--- config.mk ---
export PLATFORM = sky130hd
export DESIGN_NAME = watch_edit_flat
export DESIGN_NICKNAME = d
export VERILOG_FILES = /design/src/rtl/watch_edit_if.sv /design/src/rtl/watch_edit.sv /design/src/flat_wrapper.sv
export SDC_FILE = /design/constraint.sdc
export NUM_CORES = 1
export LEC_CHECK = 0
export ABC_AREA = 1
export BUFFER_PORTS_ARGS = -buffer_cell sky130_fd_sc_hd__buf_2
export CAP_MARGIN = 20
export CORE_MARGIN = 2
export CORE_UTILIZATION = 44
export CTS_CLUSTER_DIAMETER = 50
export CTS_CLUSTER_SIZE = 28
export DETAILED_ROUTE_END_ITERATION = 8
export PLACE_DENSITY = 0.68
export SETUP_SLACK_MARGIN = 0.1
export SYNTH_ARGS = -nofsm -noshare
export SYNTH_HDL_FRONTEND = slang
export SYNTH_SLANG_ARGS = --single-unit
--- constraint.sdc ---
create_clock -name clk -period 6.6 [get_ports clk]
set_clock_uncertainty 0.1 [all_clocks]
set_input_delay 0.33 -clock clk [delete_from_list [all_inputs] [get_ports clk]]
set_output_delay 0.33 -clock clk [all_outputs]
set_load 0.1 [all_outputs]
--- src/rtl/watch_edit_if.sv ---
// rtl/watch_edit_if.sv - button/time bundle between the watch_edit editor and its host
interface watch_edit_if #(parameter int FIELD_W = 8);
  logic                   active;
  logic [3:0]             sw_in;
  logic [6*FIELD_W-1:0]   time_in;
  logic [6*FIELD_W-1:0]   bin_time;
  logic                   en_time;
  logic [2:0]             cursor;
  logic                   editing;

  modport master (output active, sw_in, time_in, input bin_time, en_time, cursor, editing);
  modport slave  (input active, sw_in, time_in, output bin_time, en_time, cursor, editing);
endinterface

--- src/rtl/watch_edit.sv ---
// rtl/watch_edit.sv - button-driven editor for a {year,month,day,hour,minute,second} time buffer
// Optional WATCH_EDIT_MONTHDAY_EN: month/leap-year dependent day limit with day clamping.
module watch_edit #(
  parameter int FIELD_W = 8,
  parameter int RPT_DLY = 16,
  parameter int RPT_PER = 4
) (
  input  logic          clk,
  input  logic          rst,
  watch_edit_if.slave   bus
);
  localparam int CW = $clog2(RPT_DLY + RPT_PER + 1) + 1;

  typedef logic [FIELD_W-1:0] fld_t;
  typedef enum logic [1:0] {IDLE, EDIT, COMMIT} state_t;

  state_t              state, state_n;
  logic                act_q;
  logic [3:0]          sw_q;
  logic [5:0][FIELD_W-1:0] buf_q, buf_n;
  logic [2:0]          cur_q, cur_n;
  logic [CW-1:0]       cnt_q, cnt_n;
  logic                armed_q, armed_n;
  logic                act_rise, sw_live, inc_only, dec_only, first, step, move_l, move_r;
  logic [3:0]          sw_rise;
  fld_t                cur_v, new_v, mn, mx;

  assign act_rise = bus.active & ~act_q;
  assign sw_rise  = bus.sw_in & ~sw_q;
  assign sw_live  = (state == EDIT) & ~act_rise;
  assign inc_only = bus.sw_in[2] & ~bus.sw_in[3];
  assign dec_only = bus.sw_in[3] & ~bus.sw_in[2];
  assign first    = inc_only ? ~sw_q[2] : ~sw_q[3];
  assign move_l   = sw_rise[0] & ~sw_rise[1];
  assign move_r   = sw_rise[1] & ~sw_rise[0];

`ifdef WATCH_EDIT_MONTHDAY_EN
  function automatic fld_t day_max(fld_t month, fld_t year);
    if (month == fld_t'(2))
      return (year[1:0] == 2'd0) ? fld_t'(29) : fld_t'(28);
    if (month == fld_t'(4) || month == fld_t'(6) || month == fld_t'(9) || month == fld_t'(11))
      return fld_t'(30);
    return fld_t'(31);
  endfunction
`endif

  // Auto-repeat: first step on the press, then after RPT_DLY held cycles, then every RPT_PER.
  always_comb begin
    cnt_n   = '0;
    armed_n = 1'b0;
    step    = 1'b0;
    if (sw_live && (inc_only || dec_only)) begin
      if (first) begin
        step = 1'b1;
      end else if (!armed_q) begin
        if (cnt_q == CW'(RPT_DLY)) begin
          step    = 1'b1;
          armed_n = 1'b1;
        end else begin
          cnt_n = cnt_q + 1'b1;
        end
      end else begin
        armed_n = 1'b1;
        if (cnt_q == CW'(RPT_PER - 1)) step = 1'b1;
        else                           cnt_n = cnt_q + 1'b1;
      end
    end
  end

  always_comb begin
    cur_v = buf_q[cur_q];
    mn    = fld_t'(0);
    mx    = fld_t'(59);
    case (cur_q)
      3'd2: mx = fld_t'(23);
      3'd3: begin
        mn = fld_t'(1);
`ifdef WATCH_EDIT_MONTHDAY_EN
        mx = day_max(buf_q[4], buf_q[5]);
`else
        mx = fld_t'(31);
`endif
      end
      3'd4: begin
        mn = fld_t'(1);
        mx = fld_t'(12);
      end
      3'd5: mx = fld_t'(99);
      default: ;
    endcase
    // Out-of-range loads snap to max; wraps come from compares, never from overflow.
    if (cur_v > mx)    new_v = mx;
    else if (inc_only) new_v = (cur_v == mx) ? mn : cur_v + 1'b1;
    else               new_v = (cur_v <= mn) ? mx : cur_v - 1'b1;
  end

  always_ff @(posedge clk or negedge rst) begin
    if (!rst) state <= IDLE;
    else      state <= state_n;
  end

  always_comb begin
`ifdef WATCH_EDIT_MONTHDAY_EN
    fld_t dm;
    dm = fld_t'(31);
`endif
    state_n     = state;
    buf_n       = buf_q;
    cur_n       = cur_q;
    bus.editing = 1'b0;
    bus.en_time = 1'b0;
    case (state)
      IDLE: begin
        if (act_rise) begin
          state_n = EDIT;
          buf_n   = bus.time_in;
          cur_n   = 3'd0;
        end
      end
      EDIT: begin
        bus.editing = 1'b1;
        if (act_rise) begin
          state_n = COMMIT;
        end else if (move_r) begin
          cur_n = (cur_q == 3'd5) ? 3'd0 : cur_q + 3'd1;
        end else if (move_l) begin
          cur_n = (cur_q == 3'd0) ? 3'd5 : cur_q - 3'd1;
        end else if (step) begin
          buf_n[cur_q] = new_v;
`ifdef WATCH_EDIT_MONTHDAY_EN
          if (cur_q == 3'd4 || cur_q == 3'd5) begin
            dm = day_max(buf_n[4], buf_n[5]);
            if (buf_n[3] > dm) buf_n[3] = dm;
          end
`endif
        end
      end
      COMMIT: begin
        bus.en_time = 1'b1;
        state_n     = IDLE;
      end
      default: state_n = IDLE;
    endcase
  end

  always_ff @(posedge clk or negedge rst) begin
    if (!rst) begin
      act_q   <= 1'b0;
      sw_q    <= 4'd0;
      buf_q   <= '0;
      cur_q   <= 3'd0;
      cnt_q   <= '0;
      armed_q <= 1'b0;
    end else begin
      act_q   <= bus.active;
      sw_q    <= bus.sw_in;
      buf_q   <= buf_n;
      cur_q   <= cur_n;
      cnt_q   <= cnt_n;
      armed_q <= armed_n;
    end
  end

  assign bus.bin_time = buf_q;
  assign bus.cursor   = cur_q;
endmodule

--- src/flat_wrapper.sv ---
// flat-port wrapper written by rule: the top's interface ports become plain ports
module watch_edit_flat 
#(
  parameter int FIELD_W = 8,
  parameter int RPT_DLY = 16,
  parameter int RPT_PER = 4
)
  (clk, rst, bus_active, bus_sw_in, bus_time_in, bus_bin_time, bus_en_time, bus_cursor, bus_editing);
  watch_edit_if #(.FIELD_W(FIELD_W)) bus_i ();
  input  logic clk;
  input  logic rst;
  input wire logic [$bits(bus_i.active)-1:0] bus_active;
  input wire logic [$bits(bus_i.sw_in)-1:0] bus_sw_in;
  input wire logic [$bits(bus_i.time_in)-1:0] bus_time_in;
  output wire logic [$bits(bus_i.bin_time)-1:0] bus_bin_time;
  output wire logic [$bits(bus_i.en_time)-1:0] bus_en_time;
  output wire logic [$bits(bus_i.cursor)-1:0] bus_cursor;
  output wire logic [$bits(bus_i.editing)-1:0] bus_editing;
  assign bus_i.active = bus_active;
  assign bus_i.sw_in = bus_sw_in;
  assign bus_i.time_in = bus_time_in;
  assign bus_bin_time = bus_i.bin_time;
  assign bus_en_time = bus_i.en_time;
  assign bus_cursor = bus_i.cursor;
  assign bus_editing = bus_i.editing;
  watch_edit #(.FIELD_W(FIELD_W), .RPT_DLY(RPT_DLY), .RPT_PER(RPT_PER)) u_core (.clk(clk), .rst(rst), .bus(bus_i));
endmodule
### Word level (Yosys, flattened, before mapping)

Cells that the tools add are included.

* output and inout port bits: 53
* bits in registers: 65
* logic and storage cells: 106
* input port bits: 55

* bitwise gates (word level): 16
* reductions and logical operators: 10
* multiplexer cells: 43
* equal/unequal tests: 16
* magnitude comparators: 4
* add/sub/neg operators: 5

Operators with widths (count)
* $mux 48: 5
* $pmux 48 s2: 1
* $bwmux 48: 1
* $mux 8: 6
* $mux 6: 5
* $pmux 7 s4: 1
* $bmux 8 s3: 1
* $demux 8 s3: 1
* $mux 3: 6
* $mux 1: 12
* $add 8x1->8 const B: 1
* $eq 8x7->1: 1
* $gt 8x7->1: 1
* $le 8x1->1: 1
* $not 1->1: 8
* $sub 8x1->8 const B: 1
* $add 6x1->6 const B: 1
* $and 1x1->1: 6
* $eq 3x2->1 const B: 2
* $eq 3x3->1 const B: 2
* $eq 6x2->1 const B: 1
* $eq 6x5->1 const B: 1
* $ne 2x1->1 const B: 3
* $ne 2x2->1 const B: 3
* other kinds (21): 23

### Depth between registers and ports, before layout

* word-level depth: 13
* gate-level depth with buffers: 21
* mapped depth without buffers: 19

### Worst setup path after synthesis

Ideal clock, no wire load.

* kind: register to register
* from: register u_core.cur_q[2] (netlist: u_core.bus.cursor[2])
* to: register u_core.buf_q, in the netlist u_core.bus.bin_time[26]
* data required time: 6.427 ns
* path buffers: 1
* data arrival time: 3.487 ns
* library setup time: 0.073 ns
* period minus slack after synthesis: 3.660 ns
* path slack: 2.940 ns
* cell stages (with the launch flop): 19
* cells stage by stage: dfrtp_1 -> inv_1 -> buf_4 -> ha_1 -> inv_1 -> nand3_1 -> nand2_1 -> inv_1 -> ha_1 -> and3_1 -> nand4_1 -> nand2_1 -> inv_1 -> nand3_1 -> nand2_1 -> nand2_1 -> nand2_2 -> nand2_1 -> a21boi_2

* longest elaborated chain between the ends: 13
* elaborated cells on any way between the ends: 29
* classes of those cells: add/sub (2); order compare (4); eq/ne (5); mux (16); reduce/logical (2)

Ends and longest elaborated chain
* start: declaration: RTL line watch_edit.sv:21 `logic [2:0] cur_q, cur_n;`
* start signal: assignment: RTL line watch_edit.sv:158 `cur_q <= cur_n;`
* branches (longest 7 deep; another with $sub 8x1->8)
* $bwmux 48 *: RTL line watch_edit.sv:129 `buf_n[cur_q] = new_v;`
* $mux 48 *: RTL line watch_edit.sv:128 `end else if (step) begin`
* $mux 48 *: RTL line watch_edit.sv:126 `end else if (move_l) begin`
* $mux 48 *: RTL line watch_edit.sv:124 `end else if (move_r) begin`
* $mux 48 *: RTL line watch_edit.sv:122 `if (act_rise) begin`
* $pmux 48 s2 *: RTL line watch_edit.sv:112 `case (state)`
* end signal: assignment: RTL line watch_edit.sv:157 `buf_q <= buf_n;`
* end: declaration: RTL line watch_edit.sv:20 `logic [5:0][FIELD_W-1:0] buf_q, buf_n;`

Mark *: on every way between the ends. The select of a mux whose other input is x is not followed.
A chain may end at the register's enable or synchronous reset.

### Worst setup path in the final report

* from: register u_core.cur_q[0] (netlist: u_core.bus.cursor[0])
* to: register u_core.buf_q, in the netlist u_core.bus.bin_time[37]

The elaborated chain is that of the path after synthesis.

==> flow_summary.yaml <==
detailed_routing:
  drtPass1Iterations: 5
  routed_wl_um: 16100
  drtAntennaViolNets: 0
  first_iter_violations: 376
  wl_per_cell_um: 16.4
  drc: 0
  via_count: 5223
  routed_via_density: 5.32
grt:
  antenna_found_initial: 0
  grt_overflow: 0
  grt_max_degree: 66
  groute.usage.overall_pct: 28.0
  grt_pass1_vias: 4925
  grt_first_pass_wirelength_um: 25700
clock_tree:
  numCtsBuffers: 9
  htree_levels: 3
  cts_max_path_buffers: 2
  cts_resized: 0
  cts_sinks: 65
  postCtsSetupBuffers: 0
  insertion_delay_ns: 0.36
  cts_root_buf: "clkbuf_8"
  cts_tree: "yes"
  clkTransAtPathRegs_ns: 0.08
synth:
  syn_area_per_cell_sq_um: 6.71
  synth_edf_count: 0
  synth_flop_cell: "dfrtp_1"
  synthDistinctLibCells: 41
  ys_ff_latch: 65
  async_reset_ff_share_pct: 100
  syn-num-nets: 795
  yosys_warnings: 0
  netlist_instances: 726
  synth-seq-area-share_pct: 33.4
  syn_area_sq_mm: 0.00487
sta:
  hold_viol_final: 0
  worst_pin_slew_ns: 0.876
  rsz0062_at_grt: "no"
  drv_slew: 0
  setup_viol: 0
  max-slew-margin-rel_pct: 41.6
  post-route-period-util_pct: 60.9
  fmaxAchievable_mhz: 249
  holdWs_ns: 0.0153
  tns_ns: 0
  min_period_ns: 4.02
worst_setup_path:
  critPathKind: "reg2reg"
  required_ns: 6.79
  crit_fanout: 23
  endpoint_kind: "register"
  worstPathArrival_ns: 4.21
  startpoint_type: "register"
  reg2regPathDepth: 16
cells_and_area:
  syn_to_final_growth_pct: 19.6
  drive_above_1_share_pct: 21.3
  finalNetCount: 905
  insertedDiodeCount: 0
  final_cell_area_sq_mm: 0.00582
die:
  die_y_um: 109
  die_area_sq_mm: 0.0119
  die-width_um: 109
  rows: 38
  core_area_sq_mm: 0.0108
  initial_core_util_pct: 44.9
  pin_count: 108
job:
  drv_cap: 0
placed_design:
  place_hpwl_um: 11900
  placed_area_sq_mm: 0.00552
  portBuffers: 107
  place.gp.congestion: 0.963
min_path:
  hold_path_depth: 1
  hold_class: "in2reg"
status:
  status: "complete, no violations"
==> worst max-delay path, cell delays in order, from the launching register on <==
cell,delay (ns)
dfrtp_1,0.92
inv_2,0.37
nand2_1,0.15
nand2_1,0.06
nand2_1,0.05
nand2_1,0.11
nand2_1,0.07
nand3_1,0.31
ha_1,0.44
nand2_1,0.06
nor2_1,0.13
nand4_1,0.27
nand2_4,0.25
inv_2,0.09
nand2_1,0.25
nand3_1,0.12
a21oi_1,0.17
==> routing by layer <==
metal	part of all wire [%]	track usage [%]	wire length [um]	up-vias
li1	-	-	-	2541
met1	45	40.5	7220	2430
met2	46	42.6	7350	220
met3	7.4	4.60	1190	32
met4	2.3	9.22	366	0
met5	0	0	0	-
==> path summary, 6_finish.rpt <==
| check | startpoint | endpoint | slack [ns] |
|---|---|---|---|
| max | u_core.bus.cursor[0] | u_core.bus.bin_time[37] | 2.58 |
| min | bus_sw_in[0] | u_core.sw_q[0] | 0.02 |
| max reg2reg | u_core.bus.cursor[0] | u_core.bus.bin_time[37] | 2.58 |
| min reg2reg | u_core.cnt_q[0] | u_core.cnt_q[0] | 0.41 |
| max in group asynchronous | rst | u_core.bus.bin_time[36] | 5.77 |
| min in group asynchronous | rst | u_core.bus.bin_time[32] | 0.07 |
==> flip-flops by register name (all words and copies together), names as in the netlist <==
register             cells
u_core.bus.bin_time     48
u_core.cnt_q             6
u_core.sw_q              4
u_core.bus.cursor        3
u_core.state             2
u_core.act_q             1
u_core.armed_q           1
==> cells in the mapped netlist, types with 4 or more instances <==
cell type	instances	share of area (%)
nand3_1	67	6.9
a21boi_1	30	4.6
o21ai_0	7	0.72
buf_2	6	0.62
dfrtp_1	65	33
ha_1	14	3.6
nand2_2	18	2.3
nor2_1	40	3.1
nand2_1	223	17
buf_6	4	0.92
inv_2	6	0.46
a21oi_1	77	7.9
o21ai_1	5	0.51
nand4_1	8	1.0
inv_1	99	7.6
nor3_1	6	0.62
clkbuf_1	8	0.62
==> cell families (layout without fill, tap and decap cells) <==
kind of cell               after synthesis  count (layout)  synth area share [%]
adders and majority gates               14              14                  3.60
and+or+nand+nor                        382             382                  34.8
buffers and inverters                  128             243                  10.8
AOI/OAI and AO/OA                      133             133                  16.7
DFF                                     65              65                  33.4
xor gates and xnor gates                 4               4                 0.720
==> final cells by class <==
class / count / area (sq um)
multi-input combinational: 533 / 2720
sequential: 65 / 1630
clock inverter: 6 / 114
inverter: 107 / 402
tap: 140 / 175
clock buffer: 10 / 138
timing repair buffer: 120 / 651
fill: 1086 / 5020
==> per-stage QoR <==
step                      util [%]  setup WS [ns]  std cells
after floorplan                  -           2.94        726
after global placement        50.8           2.66        958
after detailed placement      51.0           2.66        960
after CTS                     53.6           2.63        980
after global routing          53.7           2.17        981
final                         53.7           2.58        981
==> layout by cell type, fill, tap and decap left out, drive strengths merged, types with 11 or more instances in the layout <==
cell    instances
a21boi         31
o21ai          15
buf           115
dfrtp          65
nor2           46
clkbuf         11
ha             14
nand2         244
inv           106
nand3          70
a21oi          82
==> repair_timing <==
| item | CTS | global route |
|---|---|---|
| setup endpoints to repair | 0 | 0 |
| hold buffers | 4 | 0 |
| endpoints found under the hold margin | 4 | 0 |
Power is not shown: default switching activity piles up to over one toggle a cycle in this logic, so the estimate is an artifact.
